<file path="config.mk">
export PLATFORM = sky130hd
export DESIGN_NAME = mem_port_arbiter
export DESIGN_NICKNAME = d
export VERILOG_FILES = /design/src/rtl/mem_arb_pkg.sv /design/src/rtl/mem_port_arbiter.sv
export SDC_FILE = /design/constraint.sdc
export NUM_CORES = 1
export LEC_CHECK = 0
export ABC_AREA = 1
export CAP_MARGIN = 20
export CORE_AREA = 10 10 192 194
export DETAILED_ROUTE_END_ITERATION = 6
export DIE_AREA = 0 0 202 204
export PLACE_DENSITY = 0.7
export RECOVER_POWER = 25
export SKIP_LAST_GASP = 1
export SYNTH_ARGS = -nofsm -noshare
export SYNTH_HDL_FRONTEND = slang
export SYNTH_SLANG_ARGS = --single-unit
</file>
<file path="constraint.sdc">
create_clock -name clk -period 8.9 [get_ports clk]
set_input_delay 1.78 -clock clk [delete_from_list [all_inputs] [get_ports clk]]
set_output_delay 1.78 -clock clk [all_outputs]
set_load 0.05 [all_outputs]
</file>
<file path="src/rtl/mem_arb_pkg.sv">
// Shared types and constants for the IF/DM unified-memory arbiter.
package mem_arb_pkg;

    typedef enum logic [1:0] {
        IDLE,
        WAIT,
        RESP
    } state_t;

    typedef enum logic {
        OWN_IF,
        OWN_DM
    } owner_t;

    localparam int unsigned INSTR_W = 32;

    // Select one 32-bit instruction out of a 64-bit memory word.
    function automatic logic [INSTR_W-1:0] pick_instr(
        input logic [2*INSTR_W-1:0] word,
        input logic                 hi
    );
        return hi ? word[2*INSTR_W-1:INSTR_W] : word[INSTR_W-1:0];
    endfunction

endpackage

</file>
<file path="src/rtl/mem_port_arbiter.sv">
// Arbitrates one single-ported memory between instruction fetch and the MEM stage,
// one transaction in flight, with starvation protection for fetch and flush cancel.
module mem_port_arbiter
    import mem_arb_pkg::*;
#(
    parameter int unsigned ADDR_W     = 64,
    parameter int unsigned DATA_W     = 64,
    parameter int unsigned STARVE_MAX = 4
) (
    input  logic                  clk,
    input  logic                  rst,

    input  logic                  if_req,
    input  logic [ADDR_W-1:0]     if_addr,
    input  logic                  if_flush,
    output logic                  if_ack,
    output logic [INSTR_W-1:0]    if_rdata,
    output logic                  if_stall,

    input  logic                  dm_req,
    input  logic                  dm_we,
    input  logic [ADDR_W-1:0]     dm_addr,
    input  logic [DATA_W-1:0]     dm_wdata,
    input  logic [DATA_W/8-1:0]   dm_wstrb,
    output logic                  dm_ack,
    output logic [DATA_W-1:0]     dm_rdata,
    output logic                  dm_stall,

    output logic                  mem_req,
    output logic                  mem_we,
    output logic [ADDR_W-1:0]     mem_addr,
    output logic [DATA_W-1:0]     mem_wdata,
    output logic [DATA_W/8-1:0]   mem_wstrb,
    input  logic                  mem_rvalid,
    input  logic [DATA_W-1:0]     mem_rdata
);

    localparam int unsigned STRB_W = DATA_W / 8;
    localparam int unsigned CNT_W  = $clog2(STARVE_MAX + 1);
    localparam logic [ADDR_W-1:0] WORD_MASK = ~ADDR_W'(7);

    state_t             state;
    owner_t             owner;
    logic               cancel;
    logic               if_word_hi;
    logic [CNT_W-1:0]   starve_cnt;

    logic               if_elig;
    logic               starve_hit;
    logic               grant_dm;
    logic               grant_if;
    logic               rsp_valid;

    // DM wins by default; a starved fetch takes the next slot.
    assign if_elig    = if_req & ~if_flush;
    assign starve_hit = (starve_cnt == CNT_W'(STARVE_MAX));
    assign grant_dm   = dm_req & ~(if_elig & starve_hit);
    assign grant_if   = if_elig & ~grant_dm;

    // A completion in the issue cycle violates the memory contract and is dropped.
    assign rsp_valid  = mem_rvalid & ~mem_req;

    assign if_stall   = if_req & ~if_ack;
    assign dm_stall   = dm_req & ~dm_ack;

    // Counts DM grants that bypassed a waiting fetch.
    always_ff @(posedge clk or posedge rst) begin
        if (rst) begin
            starve_cnt <= '0;
        end else if (!if_req) begin
            starve_cnt <= '0;
        end else if (state == IDLE && grant_if) begin
            starve_cnt <= '0;
        end else if (state == IDLE && grant_dm && !starve_hit) begin
            starve_cnt <= starve_cnt + CNT_W'(1);
        end
    end

    always_ff @(posedge clk or posedge rst) begin
        if (rst) begin
            state      <= IDLE;
            owner      <= OWN_IF;
            cancel     <= 1'b0;
            if_word_hi <= 1'b0;
            if_ack     <= 1'b0;
            if_rdata   <= '0;
            dm_ack     <= 1'b0;
            dm_rdata   <= '0;
            mem_req    <= 1'b0;
            mem_we     <= 1'b0;
            mem_addr   <= '0;
            mem_wdata  <= '0;
            mem_wstrb  <= '0;
        end else begin
            mem_req <= 1'b0;
            if_ack  <= 1'b0;
            dm_ack  <= 1'b0;
            case (state)
                IDLE: begin
                    cancel <= 1'b0;
                    if (grant_dm) begin
                        owner     <= OWN_DM;
                        mem_req   <= 1'b1;
                        mem_we    <= dm_we;
                        mem_addr  <= dm_addr;
                        mem_wdata <= dm_wdata;
                        mem_wstrb <= dm_wstrb;
                        state     <= WAIT;
                    end else if (grant_if) begin
                        owner      <= OWN_IF;
                        mem_req    <= 1'b1;
                        mem_we     <= 1'b0;
                        mem_addr   <= if_addr & WORD_MASK;
                        mem_wdata  <= '0;
                        mem_wstrb  <= STRB_W'(0);
                        if_word_hi <= if_addr[2];
                        state      <= WAIT;
                    end
                end
                WAIT: begin
                    if (owner == OWN_IF && if_flush) begin
                        cancel <= 1'b1;
                    end
                    if (rsp_valid) begin
                        state <= RESP;
                        if (owner == OWN_DM) begin
                            dm_ack   <= 1'b1;
                            dm_rdata <= mem_we ? '0 : mem_rdata;
                        end else if (!cancel && !if_flush) begin
                            if_ack   <= 1'b1;
                            if_rdata <= pick_instr(mem_rdata[2*INSTR_W-1:0], if_word_hi);
                        end
                    end
                end
                RESP: begin
                    cancel <= 1'b0;
                    state  <= IDLE;
                end
                default: begin
                    state <= IDLE;
                end
            endcase
        end
    end

    // Requesters hold req until their ack; only a flushed fetch may withdraw.
    a_dm_req_held: assert property (@(posedge clk) disable iff (rst)
        $fell(dm_req) |-> dm_ack)
        else $error("dm_req dropped before dm_ack");

    a_if_req_held: assert property (@(posedge clk) disable iff (rst)
        $fell(if_req) |-> (if_ack || if_flush))
        else $error("if_req dropped before if_ack without if_flush");

    a_one_ack: assert property (@(posedge clk) disable iff (rst)
        !(if_ack && dm_ack))
        else $error("if_ack and dm_ack asserted together");

endmodule

</file>
==> qor.txt <==
Worst EP required: 9.38 ns
share of cells above drive strength 1: 3.74%
hold buffer count at CTS: 0
post-synthesis cell count: 1334
final setup violation count: 0
Leak Pwr: 8.48 nW
Skew-Pair Late Insertion Delay: 0.55 ns
CP arrival: 6.01 ns
Synth area leaders: dfrtp_1 56%, nand2_1 18%, nand3_1 8.6%
GR Layer Usage met3: 6.85%
Vias: 10600
Netlist cell types: 23
Layout fillers: 3062
status: finished, violations left
Yosys Warn Count: 0
vias in the first global route: 10900
chip height: 204 µm
Clock Sinks: 244
Worst Hold Path Cells: 2
Worst R2R Start: state[0]
Avg Synthesized Cell Area: 8.24 µm²
Top FF cell, synth: dfrtp_1
failing checks: capacitance limit, slew limit
setup TNS: 0 ns
IO Pins: 509
Worst R2R End: mem_addr[47]
post-synth top area share: 55.6%
HPWL Detailed: 30300 µm
worst min-delay path class: flop to flop
met2 usage: 33.0%
PostCTS Resize Cnt: 0
htree depth: 1
grt peak-use layer: met2
Slew @ Worst Pin: 3.01 ns
max-slew violations: 217
worst hold slack: 0.476 ns
syn nets: 1607
top-count cell post-synth: nand2_1
Final Power: 7.35 mW
Worst VDD drop: 0.249 mV
sequential-to-total area share from yosys stat: 55.6%
1st-iter DRT viols: 603
1st-pass router iterations: 6
drt wl/cell: 18.5 µm
Die X: 202 µm
Overall Global Routing Usage: 19.5%
Finished Cell Area: 17200 µm²
Remaining Overflow, GRT: 0
port bufs: 506
largest net degree at the start of global routing: 132
Die Area: 41200 µm²
Util after Layout: 51.8%
met1 usage: 22.6%
vias per cell: 4.65
Hold Vio Cnt, Final: 0
row count: 67
Netlist Area Pre-Place: 11000 µm²
max-cap violations: 4
first-pass GRT wire length: 64100 µm
Cell Count, Final, Fillers Out: 2268
Max Clock Freq: 181 MHz
cell taking the most area after synthesis: dfrtp_1
#FFs+latches synth: 244
Slew headroom: -101%
Async SR Flop Fraction: 100%
antenna violations before repair: 3
placed cells: 2215
Place WS: 3.56 ns
R2R setup slack: 4.99 ns
Startpoint Class: input port
EDFF count, synth: 0
Final Wtd Congestion: 0.902
Initial Util: 33.2%
Net count, final: 2070
Routed Antenna Nets: 0
CTS tree: yes
Placed Area: 16300 µm²
RSZ-0062 raised after global routing: false
clk buf depth: 3
final wirelength: 42000 µm
Crit Path Max Fanout: 83
Period minus WS final: 5.54 ns
Cell Pwr Density: 429 nW/µm²
CTS root buf: clkbuf_16
Endpoint, Worst Hold: mem_wdata[23]
Area Overhead vs Synth: 56.1%
setup bufs post-CTS: 0
number of CTS-inserted buffers: 28
Clock Skew: 0.0113 ns
Worst-path clk slew: 0.06 ns
DRC viols: 0
Final WS setup: 3.36 ns
Crit Path Class: input port to flop
Core ar.: 33100 µm²
hold wc startpoint: mem_wdata[23]
Worst Setup End Kind: flop
r2r worst-path depth: 6
leading cell types by count after synthesis: 524 x nand2_1, 244 x dfrtp_1, 189 x nand3_1
period utilisation layout: 62.2%
[metal layers]
layer | up-vias | wire (µm)
met5 | - | 12
met2 | 446 | 20400
met4 | 2 | 1290
met1 | 4955 | 16100
li1 | 5083 | -
met3 | 69 | 4270
[layout make-up]
type                            instances  area, µm²  share of cell area [%]
Timing Repair Buffer                  520       5160                    30.1
Antenna cell                            2       5.00                  0.0292
Sequential cell                       244       6110                    35.6
Tap cell                              448        561                    3.27
Clock buffer                           41        810                    4.72
Inverter                              137        522                    3.04
Clock inverter                         10       95.1                   0.554
Multi-Input combinational cell        866       3890                    22.7
[registers in the layout, summed over array words and instances, names as in the netlist]
register and flops:
state 2, if_ack 1, dm_rdata 64, mem_wdata 64, if_word_hi 1, mem_req 1
mem_addr 64, if_rdata 32, dm_ack 1, cancel 1, owner 1, starve_cnt 3
mem_we 1, mem_wstrb 8
[report_power, final]
| group | internal, mW | switching (mW) | leakage [nW] | total [mW] |
|---|---|---|---|---|
| logic | 1.31 | 2.93 | 4.94 | 4.24 |
| clock network | 0.660 | 0.466 | 0.447 | 1.13 |
| registers | 1.65 | 0.337 | 3.09 | 1.99 |
| total | 3.62 | 3.73 | 8.48 | 7.35 |
[worst max-delay path, cell delays in order]
cell and delay, ns:
dlygate4sd3_1 0.69, nor2_4 0.10, o21ai_4 0.16, clkbuf_1 2.01, buf_4 0.95, nand2_1 0.13, nand2_1 0.10
[cell families after synthesis]
family	Yosys count	share of synthesized area, %
AO/OA/AOI/OAI	100	4.68
XOR/XNOR	1	0.0797
adder cells (fa/ha/maj)	2	0.228
buffers and inverters	224	9.11
flip-flops	244	55.6
multiplexers	32	2.92
AND/OR/NAND/NOR	731	27.4
[cell usage in the layout, fill, tap and decap left out]
cell,count
nand2_1,522
clkdlybuf4s50_1,502
dfrtp_1,243
nand3_1,189
inv_1,135
o21ai_0,98
mux2i_1,32
clkbuf_16,28
clkbuf_1,11
nor2_1,9
buf_4,9
clkinv_2,6
clkbuf_8,6
nand2_2,5
nor2_4,3
dlygate4sd3_1,3
diode_2,2
inv_8,2
ha_1,2
nor2_2,1
o21ai_4,1
nor3_1,1
inv_2,1
xor2_1,1
o31ai_1,1
nand4_1,1
clkinv_8,1
bufinv_16,1
clkinvlp_4,1
dfrtp_2,1
buf_2,1
buf_12,1
[worst max-delay path by stage]
stage | slack, ns | startpoint | to | depth (start not counted)
2_1_floorplan | 0.42 | rst | cancel | 1
3_3_place_gp | 3.56 | dm_req | dm_stall | 5
3_5_place_dp | 3.56 | dm_req | dm_stall | 5
4_1_cts | 3.57 | dm_req | dm_stall | 5
5_1_grt | 3.01 | if_flush | mem_addr[3] | 7
6_report | 3.36 | if_flush | mem_addr[47] | 7
No activity file was read; power rests on OpenSTA's default activity.
